--- config.mk ---
export PLATFORM = sky130hd
export DESIGN_NAME = fifo_rr_arbiter
export DESIGN_NICKNAME = d
export VERILOG_FILES = /design/src/rtl/fifo_rr_arbiter.sv
export SDC_FILE = /design/constraint.sdc
export NUM_CORES = 1
export LEC_CHECK = 0
export BUFFER_PORTS_ARGS = -buffer_cell sky130_fd_sc_hd__buf_2
export CELL_PAD_IN_SITES_DETAIL_PLACEMENT = 0
export CELL_PAD_IN_SITES_GLOBAL_PLACEMENT = 2
export CORE_MARGIN = 2
export CORE_UTILIZATION = 27
export CTS_CLUSTER_DIAMETER = 80
export DETAILED_ROUTE_END_ITERATION = 8
export GPL_TIMING_DRIVEN = 0
export PLACE_DENSITY_LB_ADDON = 0.1
export SETUP_SLACK_MARGIN = 0.4
export SYNTH_ARGS = -nofsm -noshare
export SYNTH_HDL_FRONTEND = slang
export SYNTH_SLANG_ARGS = --single-unit
export TNS_END_PERCENT = 100
--- constraint.sdc ---
create_clock -name clk -period 2.3 [get_ports clk]
set_clock_uncertainty 0.2 [all_clocks]
set_input_delay 0.345 -clock clk [delete_from_list [all_inputs] [get_ports clk]]
set_output_delay 0.345 -clock clk [all_outputs]
set_load 0.02 [all_outputs]
--- src/rtl/fifo_rr_arbiter.sv ---
// fifo_rr_arbiter: packet-aware weighted round-robin merge of two valid/ready streams
module fifo_rr_arbiter #(
  parameter int DATA_W  = 32,
  parameter int WEIGHT0 = 1,
  parameter int WEIGHT1 = 1
) (
  input  logic              clk,
  input  logic              rstn,
  input  logic              i0_valid,
  output logic              i0_ready,
  input  logic [DATA_W-1:0] i0_data,
  input  logic              i0_last,
  input  logic              i1_valid,
  output logic              i1_ready,
  input  logic [DATA_W-1:0] i1_data,
  input  logic              i1_last,
  output logic              o_valid,
  input  logic              o_ready,
  output logic [DATA_W-1:0] o_data,
  output logic              o_last,
  output logic              o_src,
  output logic [31:0]       pkt_cnt0,
  output logic [31:0]       pkt_cnt1
);
  typedef enum logic [1:0] {IDLE, BUSY0, BUSY1} state_t;
  localparam logic [3:0] W0 = 4'(WEIGHT0);
  localparam logic [3:0] W1 = 4'(WEIGHT1);
  state_t state_q, state_d;
  logic ptr_q, ptr_d;
  logic [3:0] credit_q, credit_d, cdec;
  logic [31:0] cnt0_q, cnt0_d, cnt1_q, cnt1_d;
  logic o_valid_q, o_last_q, o_src_q;
  logic [DATA_W-1:0] o_data_q;
  logic can_load, src, acc, in_last;
  logic [DATA_W-1:0] in_data;
  assign can_load = !o_valid_q || o_ready;
  assign i0_ready = (state_q == BUSY0) && can_load;
  assign i1_ready = (state_q == BUSY1) && can_load;
  assign src      = (state_q == BUSY1);
  assign acc      = (i0_valid && i0_ready) || (i1_valid && i1_ready);
  assign in_last  = src ? i1_last : i0_last;
  assign in_data  = src ? i1_data : i0_data;
  assign cdec     = credit_q - 4'd1;
  assign o_valid  = o_valid_q;
  assign o_data   = o_data_q;
  assign o_last   = o_last_q;
  assign o_src    = o_src_q;
  assign pkt_cnt0 = cnt0_q;
  assign pkt_cnt1 = cnt1_q;
  // grant selection, packet completion, credit consumption and pointer rotation
  always_comb begin
    state_d  = state_q;
    ptr_d    = ptr_q;
    credit_d = credit_q;
    cnt0_d   = cnt0_q;
    cnt1_d   = cnt1_q;
    case (state_q)
      IDLE: begin
        if (i0_valid && i1_valid) state_d = ptr_q ? BUSY1 : BUSY0;
        else if (i0_valid)        state_d = BUSY0;
        else if (i1_valid)        state_d = BUSY1;
      end
      BUSY0, BUSY1: begin
        if (acc && in_last) begin
          state_d = IDLE;
          cnt0_d  = src ? cnt0_q : cnt0_q + 32'd1;
          cnt1_d  = src ? cnt1_q + 32'd1 : cnt1_q;
          // only a grant won through the pointer spends that input's credit
          if (src == ptr_q) begin
            credit_d = (cdec == 4'd0) ? (ptr_q ? W0 : W1) : cdec;
            ptr_d    = (cdec == 4'd0) ? ~ptr_q : ptr_q;
          end
        end
      end
      default: state_d = IDLE;
    endcase
  end
  // arbitration state and packet counters
  always_ff @(posedge clk or negedge rstn) begin
    if (!rstn) begin
      state_q  <= IDLE;
      ptr_q    <= 1'b0;
      credit_q <= W0;
      cnt0_q   <= '0;
      cnt1_q   <= '0;
    end else begin
      state_q  <= state_d;
      ptr_q    <= ptr_d;
      credit_q <= credit_d;
      cnt0_q   <= cnt0_d;
      cnt1_q   <= cnt1_d;
    end
  end
  // single output register, loads whenever empty or being drained
  always_ff @(posedge clk or negedge rstn) begin
    if (!rstn) begin
      o_valid_q <= 1'b0;
      o_data_q  <= '0;
      o_last_q  <= 1'b0;
      o_src_q   <= 1'b0;
    end else if (can_load) begin
      o_valid_q <= acc;
      if (acc) begin
        o_data_q <= in_data;
        o_last_q <= in_last;
        o_src_q  <= src;
      end
    end
  end
endmodule

After elaboration in Yosys (flattened, before gate mapping)
Index checks and enable logic that the tools add are counted.
- register bits after elaboration: 106
- latch bits: 0
- memory bits (writable): 0
- ROM bits: 0
- input bits: 71
- output and inout port bits: 101
- memories: 0
- add/sub/neg operators: 3
- multiply operators: 0
- divide/modulo/power cells: 0
- $lt $le $gt $ge: 0
- eq/ne operators: 5
- shift-type cells: 0
- mux-type cells: 9
- bitwise operators: 2
- reductions and logical operators: 18
- operator list (operator ; count):
    adder 32 x 1 -> 32 bit, second input constant ; 2
    2-to-1 mux 32 bit ; 1
    2-to-1 mux 2 bit ; 5
    AND reduction 3 bit ; 3
    logical AND 1 bit ; 6
    logical NOT 4 bit ; 1
    2-to-1 mux 4 bit ; 1
    inequality test 4 bit, second input constant ; 1
    case mux 2 bit (2 select lines) ; 1
    AND reduction 2 bit ; 2
    AND reduction 4 bit ; 1
    subtractor 4 x 1 -> 4 bit, second input constant ; 1
    == test 2 x 1 -> 1 bit, second input constant ; 1
    == test 2 bit, second input constant ; 1
    logical NOT 2 bit ; 1
    logical OR 1 bit ; 2
    inequality test 2 bit, second input constant ; 1
    NOT 1 bit ; 2
    OR reduction 2 bit ; 1
    == test 1 bit ; 1
    logical NOT 1 bit ; 1
    2-to-1 mux 1 bit ; 1

Longest topological paths before layout
Gate-level depths: netlist (run 1).
- depth in word-level cells: 8
- depth in mapped cells: 9

Least setup slack after synthesis (run 1)
No wires, ideal clock.
- kind: flip-flop to flip-flop
- start: register state_q[0]
- end: register cnt1_q[8] (netlist: pkt_cnt1[8])
- arrival time: 1.901 ns
- required time: 1.970 ns
- path slack: 0.069 ns
- stages on the path, launching flop included: 9
- buffers on the path: 1
- clock period less this slack: 2.231 ns
- path through: dfrtp_1 -> inv_1 -> ha_1 -> buf_6 -> mux2i_2 -> or4b_4 -> nor2_2 -> nand4_1 -> xnor2_1
- word-level cells in the longest chain between the ends: 6
- ends and longest elaborated chain (what ; RTL line ; text):
    from (decl) ; 28 ; state_t state_q, state_d;
    from (signal assigned) ; 87 ; state_q <= state_d;
    == test 2 bit * ; 39 ; assign src = (state_q == BUSY1);
    net src ; 34 ; logic can_load, src, acc, in_last;
    logical AND 1 bit ; 38 ; assign i1_ready = (state_q == BUSY1) && can_load;
    logical AND 1 bit ; 40 ; assign acc = (i0_valid && i0_ready) || (i1_valid && i1_ready);
    logical OR 1 bit ; 40 ;
    logical AND 1 bit ; 64 ; if (acc && in_last) begin
    AND reduction 3 bit (no line) * ; -- ;
    to (signal assigned) ; 91 ; cnt1_q <= cnt1_d;
    to (decl) ; 31 ; logic [31:0] cnt0_q, cnt0_d, cnt1_q, cnt1_d;
Mark *: on every way through the listed nets, which the timed path passes. The rest lies on a longest branch.
A chain may end at the register's enable or synchronous reset.

Final worst setup path (run 1)
- start: register state_q[1]
- end: register cnt1_q[29] (netlist: pkt_cnt1[29])
- word-level cells in the longest chain between the ends: 6
- ends and longest elaborated chain (what ; RTL line):
    == test 2 x 1 -> 1 bit or == test 2 bit (tied branches) ; --
    logical AND 1 bit, on equally long branches ; 37, 38
    logical AND 1 bit ; 40
    logical OR 1 bit ; 40
    logical AND 1 bit ; 64
    AND reduction 3 bit (no line) * ; --
Every way passes the cells marked *; elsewhere a longest branch is shown, timed or not.

==> flow_summary.json, run 1 <==
{
  "synth_xor_area_share_pct": 11.8,
  "r2r_start": "state_q[1]",
  "synth_top_family_by_area": "simple AND/OR/NAND/NOR gates",
  "setup_viol": 0,
  "cellPowerDensity_nw_per_um2": 939,
  "min-delay-path-class": "in -> reg",
  "ys_seq_area_share_pct": 53.4,
  "multi_input_area_sq_um": 2800,
  "synth-simple-area-share_pct": 19.4,
  "die_x_um": 140,
  "dp_hpwl_um": 10100,
  "num-fill-cells": 1766,
  "finalCriticalPeriod_ps": 2290,
  "worstSetupStartpointType": "flip-flop",
  "track_usage_pct": 14.9,
  "hp-start": "i0_data[5]",
  "routed-via-count": 4298,
  "switching_share_pct": 36.9,
  "clock_latency_ps": 350,
  "register_area_sq_um": 2660,
  "grt_pass1_wl_um": 23100,
  "route.detailed.drc": 0,
  "status": "finished, final reports clean",
  "rsz0062_at_grt": "yes",
  "max-slew-margin-rel_pct": 58.4,
  "gp_congestion": 0.777,
  "syn_nets": 544,
  "synthMuxAreaShare_pct": 6.95,
  "rrSetupSlack_ps": 5,
  "post_dp_cell_area_sq_um": 6270,
  "crit_type": "reg -> reg",
  "crit_family": "simple AND/OR/NAND/NOR gates",
  "numCtsBuffers": 9,
  "final-max-slew-violation-count": 0,
  "yosys.area.top_type_share_pct": 52.9,
  "crit_required_ps": 2330,
  "synthTopCellsByCount": "dfrtp_1, nand2_1, xnor2_1",
  "postLayoutCoreUtil_pct": 43.7,
  "start_util_pct": 27.6,
  "fin_crit_sh_pct": 99.8,
  "p_leak_nw": 3.96,
  "path_buf_inv": 3,
  "nets": 785,
  "tritoncts": "done",
  "synth_compound_area_share_pct": 4.25,
  "fmax_mhz": 436,
  "combPwrFrac_pct": 44.3,
  "r2r-end": "pkt_cnt1[29]",
  "synth.area.top_cells": "dfrtp_1, xnor2_1, mux2i_1",
  "yosys_warnings": 0,
  "vias_per_cell": 4.57,
  "io_pins": 172,
  "yosysUniqueCellTypes": 37,
  "final_area_sq_um": 7880,
  "synth_seq_cells": 106,
  "portBuffers": 171,
  "seq_power_share_pct": 33.7,
  "grt_pass1_vias": 4198,
  "clock-root-buffer": "clkbuf_16",
  "max_cap_violations": 0,
  "final_layout_size_suffix_gt1_share_pct": 52.9,
  "die_area_sq_um": 19500,
  "diodes": 0,
  "path_clk_slew_ps": 80,
  "firstDrtPassIters": 4,
  "core-area_sq_um": 18000,
  "yosys.area.top_type": "dfrtp_1",
  "syn_inst": 465,
  "syn_area_per_cell_sq_um": 10.7,
  "reg2reg_depth": 9,
  "cp_max_fo": 8,
  "vdd_drop_max_mv": 0.473,
  "synthAdderAreaFrac_pct": 2.01,
  "crit_chain": "inv_2, ha_4, a22oi_2, buf_4, nor3_4, and4_4, buf_12, nand3_4, xnor2_2",
  "clockBufferDepth": 2,
  "worstSetupEndpointType": "flip-flop",
  "wire_per_inst_um": 15.6,
  "internal-power_mw": 4.67,
  "worstMarginPinSlew_ps": 622,
  "hold_path_end": "o_data[5]",
  "syn_area_sq_um": 4970,
  "wl_um": 14700,
  "die_height_um": 140,
  "grt_max_degree": 80,
  "whs_path_depth": 3,
  "drt_iter0_drc": 170,
  "postSynth.asyncResetShare_pct": 100,
  "hold_viol": 0,
  "synth-edff-count": 0,
  "power.switching_mw": 2.73,
  "cpPeakStageDelay_ps": 450,
  "critPathSlowestCell": "dfrtp_2",
  "cts_num_sinks": 106,
  "rows": 49,
  "detail-route-antenna-nets": 0,
  "cts_htree_levels": 3,
  "antenna_found_initial": 0,
  "synth.most_common_cell": "dfrtp_1",
  "grt_overflow": 0,
  "arrival_ps": 2330,
  "p_clk_share_pct": 21.9,
  "area_growth_syn_to_layout_pct": 58.6,
  "synth_top_flop_cell": "dfrtp_1"
}
[worst min-delay path, delay by kind of cell]
family	cells	cell delay, ps
AO/OA/AOI/OAI	1	100
buffers and inverters	1	70
multiplexers	1	60
[routing by layer]
metal	GRT usage [%]	vias to the layer above	part of all wire, %
met2	23.0	118	48
met5	0	-	0
met1	20.7	2086	45
met4	5.89	0	2.2
met3	2.75	20	5.1
li1	-	2074	-
[flip-flops by register name, summed over array words and instances (netlist names)]
name	flops
o_data	32
o_last	1
o_src	1
ptr_q	1
state_q	2
pkt_cnt0	32
credit_q	4
pkt_cnt1	32
o_valid	1
[metrics by stage]
stage / hold slack [ps] / instances / power, mW / setup slack [ps] / setup TNS [ps]
2_1_floorplan: -151 / 465 / 3.87 / 112 / 0
3_3_place_gp: 254 / 865 / 4.63 / -685 / -81690
3_5_place_dp: 45.0 / 866 / 4.67 / -442 / -12980
4_1_cts: 55.6 / 925 / 7.14 / 5.99 / 0
5_1_grt: 68.6 / 940 / 7.82 / -123 / -2100
6_report: 63.5 / 940 / 7.40 / 5.44 / 0
[power by group through the flow]
stage	sequential, mW	clock (mW)	combinational [mW]
3_5_place_dp	2.45	0	2.22
5_1_grt	2.54	1.75	3.53
4_1_cts	2.44	1.67	3.03
3_3_place_gp	2.45	0	2.18
2_1_floorplan	2.85	0	1.02
6_report	2.50	1.62	3.28
[logic make-up (layout without fill, tap and decap cells)]
group | count (synthesis) | in the layout
XOR/XNOR | 67 | 67
AND/OR/NAND/NOR | 185 | 185
AO/OA/AOI/OAI | 40 | 40
adder cells (fa/ha/maj) | 8 | 8
flip-flops | 106 | 106
multiplexers | 34 | 34
buffers and inverters | 25 | 271
[layout by cell type (no fill, tap or decap), types with 3 or more instances in the layout]
cell	n
inv_1	9
and2_4	4
nand2_2	22
nand4_1	18
nor2_4	3
and3_4	3
nor2_1	22
buf_6	28
nand3_2	6
xnor2_1	37
buf_12	6
dfrtp_1	104
buf_16	4
nor4_4	4
nand3_4	8
o21ai_1	14
nor3_2	4
o21ai_2	21
ha_1	6
buf_4	21
clkbuf_16	12
and3_1	9
nand2_1	38
mux2i_1	32
xnor2_2	9
nand3_1	13
and4_1	4
buf_8	10
buf_2	168
nand2_4	13
xor2_1	21
[final cells by class]
| type | instances | area share [%] |
|---|---|---|
| multi-input combinational | 334 | 35.5 |
| sequential | 106 | 33.7 |
| timing repair buffer | 230 | 19.8 |
| tap | 229 | 3.63 |
| clock buffer | 10 | 3.03 |
| buffer | 14 | 2.94 |
| clock inverter | 6 | 0.825 |
| inverter | 11 | 0.524 |
[repair_timing]
action	in CTS	in global routing
gates resized for setup	100	88
pin swaps	61	54
setup buffers	36	15
setup endpoints to repair	107	107
cloned	6	0
endpoints found under the hold margin	27	0
hold buffers	1	0
[worst max path at each step]
stage | slack, ps | depth (start not counted) | end | start
after global placement | -680 | 1 | o_data[4] | rstn
after detailed placement | -440 | 7 | pkt_cnt1[28] | state_q[1]
after global routing | -120 | 9 | pkt_cnt1[29] | state_q[1]
after CTS | 6 | 8 | pkt_cnt0[24] | state_q[1]
final | 5 | 9 | pkt_cnt1[29] | state_q[1]
after floorplan | 110 | 7 | pkt_cnt1[8] | state_q[1]
Power figures use the tool's default switching activity.
==> run 2: changes to the inputs <==
--- a/config.mk
+++ b/config.mk
@@ -5,11 +5,12 @@
 export SDC_FILE = /design/constraint.sdc
 export NUM_CORES = 1
 export LEC_CHECK = 0
+export ABC_AREA = 1
 export BUFFER_PORTS_ARGS = -buffer_cell sky130_fd_sc_hd__buf_2
 export CELL_PAD_IN_SITES_DETAIL_PLACEMENT = 0
 export CELL_PAD_IN_SITES_GLOBAL_PLACEMENT = 2
 export CORE_MARGIN = 2
-export CORE_UTILIZATION = 27
+export CORE_UTILIZATION = 25
 export CTS_CLUSTER_DIAMETER = 80
 export DETAILED_ROUTE_END_ITERATION = 8
 export GPL_TIMING_DRIVEN = 0
==> flow_summary.json, run 2 <==
{
  "vias_per_cell": 4.37,
  "syn_inst": 919,
  "worstSetupStartpoint": "state_q[0]",
  "dpl.cell_count": 1415,
  "grt_pass1_wl_um": 35100,
  "met2_usage_pct": 31.2,
  "track_usage_pct": 17.4,
  "die_area_sq_um": 26100,
  "yosysUniqueCellTypes": 33,
  "final_area_sq_um": 9050,
  "grt_pass1_vias": 6304,
  "syn_nets": 998,
  "hold_viol": 0,
  "rows": 57,
  "clock_latency_ps": 370,
  "numCtsBuffers": 9,
  "diodes": 0,
  "setup_tns_ps": 0,
  "tritoncts": "done",
  "post_dp_cell_area_sq_um": 7500,
  "yosys_warnings": 0,
  "synth_seq_cells": 106,
  "dp_worst_setup_slack_ps": 17.4,
  "crit_type": "reg -> out",
  "synth-edff-count": 0,
  "power_mw": 8.57,
  "max-slew-margin-rel_pct": 72.3,
  "finalCriticalPeriod_ps": 1990,
  "ys_seq_area_share_pct": 42.8,
  "reg2reg_depth": 10,
  "grt_util_met3_pct": 2.90,
  "drt_iter0_drc": 258,
  "antenna_found_initial": 0,
  "worstSetupStartpointType": "flip-flop",
  "yosys.area.top_type_share_pct": 42.3,
  "fin_crit_sh_pct": 86.4,
  "final-max-slew-violation-count": 0,
  "instances_no_fill": 1480,
  "postLayoutCoreUtil_pct": 37.2,
  "synthTopCellsByCount": "nand2_1, nor2_1, dfrtp_1",
  "grt_max_degree": 69,
  "grt_overflow": 0,
  "die_height_um": 162,
  "syn_area_per_cell_sq_um": 6.75,
  "min-delay-path-class": "in -> reg",
  "die_x_um": 162,
  "synth.area.top_cells": "dfrtp_1, nand2_1, nor2_1",
  "portBuffers": 171,
  "r2r_start": "state_q[1]",
  "routed-via-count": 6472,
  "layout_common_cells": "nand2_1, buf_2, nor2_1",
  "p_leak_nw": 4.30,
  "worstMarginPinSlew_ps": 415,
  "final_layout_size_suffix_gt1_share_pct": 29.5,
  "core-area_sq_um": 24300,
  "holdWs_ps": 21.7,
  "status": "finished, final reports clean",
  "clockBufferDepth": 2,
  "setup_viol": 0,
  "detail-route-antenna-nets": 0,
  "worstSetupEndpointType": "output pin",
  "layout_commonest_cell": "nand2_1",
  "synth.most_common_cell": "nand2_1",
  "gp_congestion": 0.797,
  "max_cap_violations": 0,
  "start_util_pct": 25.5,
  "arrival_ps": 1440,
  "met1_usage_pct": 22.0,
  "cellPowerDensity_nw_per_um2": 947,
  "cts_htree_levels": 3,
  "syn_area_sq_um": 6210,
  "postSynth.asyncResetShare_pct": 100,
  "wire_per_inst_um": 15.7,
  "gr-max-usage-layer": "met2",
  "rrSetupSlack_ps": 340,
  "route.detailed.drc": 0,
  "io_pins": 172,
  "vdd_drop_max_mv": 0.390,
  "setup_ws_ps": 312,
  "path_clk_slew_ps": 90,
  "area_growth_syn_to_layout_pct": 45.7,
  "nets": 1230,
  "r2r-end": "pkt_cnt1[11]",
  "wl_um": 23200,
  "cts_num_sinks": 106,
  "dp_hpwl_um": 16700,
  "crit_required_ps": 1750,
  "fmax_mhz": 503,
  "cp_max_fo": 2,
  "yosys.area.top_type": "dfrtp_1",
  "clock-root-buffer": "clkbuf_16",
  "synth_top_flop_cell": "dfrtp_1",
  "firstDrtPassIters": 4,
  "rsz0062_at_grt": "yes",
  "crit_end": "i1_ready"
}
run 2: layer usage:
metal  share of wire (%)  up-vias
met5                   0        -
met4                0.68        0
met3                 3.0       11
met2                  51      104
met1                  45     3000
li1                    -     3357
run 2: area by class of cell:
cell class / count / area, sq um
clock buffers: 9 / 225
clock inverters: 7 / 71.3
well taps: 324 / 405
plain buffers: 25 / 335
fillers: 2640 / 15300
inverters: 65 / 269
multi-input cells: 723 / 3550
repair buffers: 221 / 1540
flip-flops and latches: 106 / 2660
run 2: where the power goes:
part / switching, mW / leakage [nW] / total (mW) / internal (mW)
clock network: 0.870 / 0.149 / 1.65 / 0.782
logic: 2.39 / 2.80 / 4.25 / 1.86
registers: 0.344 / 1.35 / 2.66 / 2.32
total: 3.61 / 4.30 / 8.57 / 4.96
run 2: timing repair:
action / 4_1_cts / 5_1_grt
resized for setup: 64 / 122
hold buffers: 1 / 0
endpoints found under the hold margin: 38 / 0
gates cloned: 2 / 8
setup buffers: 26 / 12
pin swaps: 7 / 28
setup endpoints to repair: 106 / 84
run 2: logic make-up (layout without fill, tap and decap cells):
kind of cell    count (synthesis)  in the layout  share of synthesized area, %
simple gates                  634            634                          41.2
flops                         106            106                          42.8
buf+inv                        90            327                          6.23
compound gates                 67             67                          6.15
xor+xnor                       13             13                          1.83
fa+ha+maj                       8              8                          1.61
mux                             1              1                         0.181
run 2: worst min-delay path by stage:
stage / from / cells after the start / to / slack (ps)
2_1_floorplan: rstn / 0 / credit_q[1] / -150
3_3_place_gp: o_src / 1 / o_src / 290
3_5_place_dp: rstn / 1 / o_data[6] / 100
4_1_cts: i0_data[10] / 3 / o_data[10] / 7
5_1_grt: i0_data[10] / 3 / o_data[10] / 9
6_report: i0_data[10] / 3 / o_data[10] / 20
run 2: worst max-delay path: stages, from the launching register on:
cell	delay [ps]
dfrtp_1	410
inv_2	90
ha_4	170
inv_6	40
clkbuf_16	130
a21oi_2	90
buf_4	150
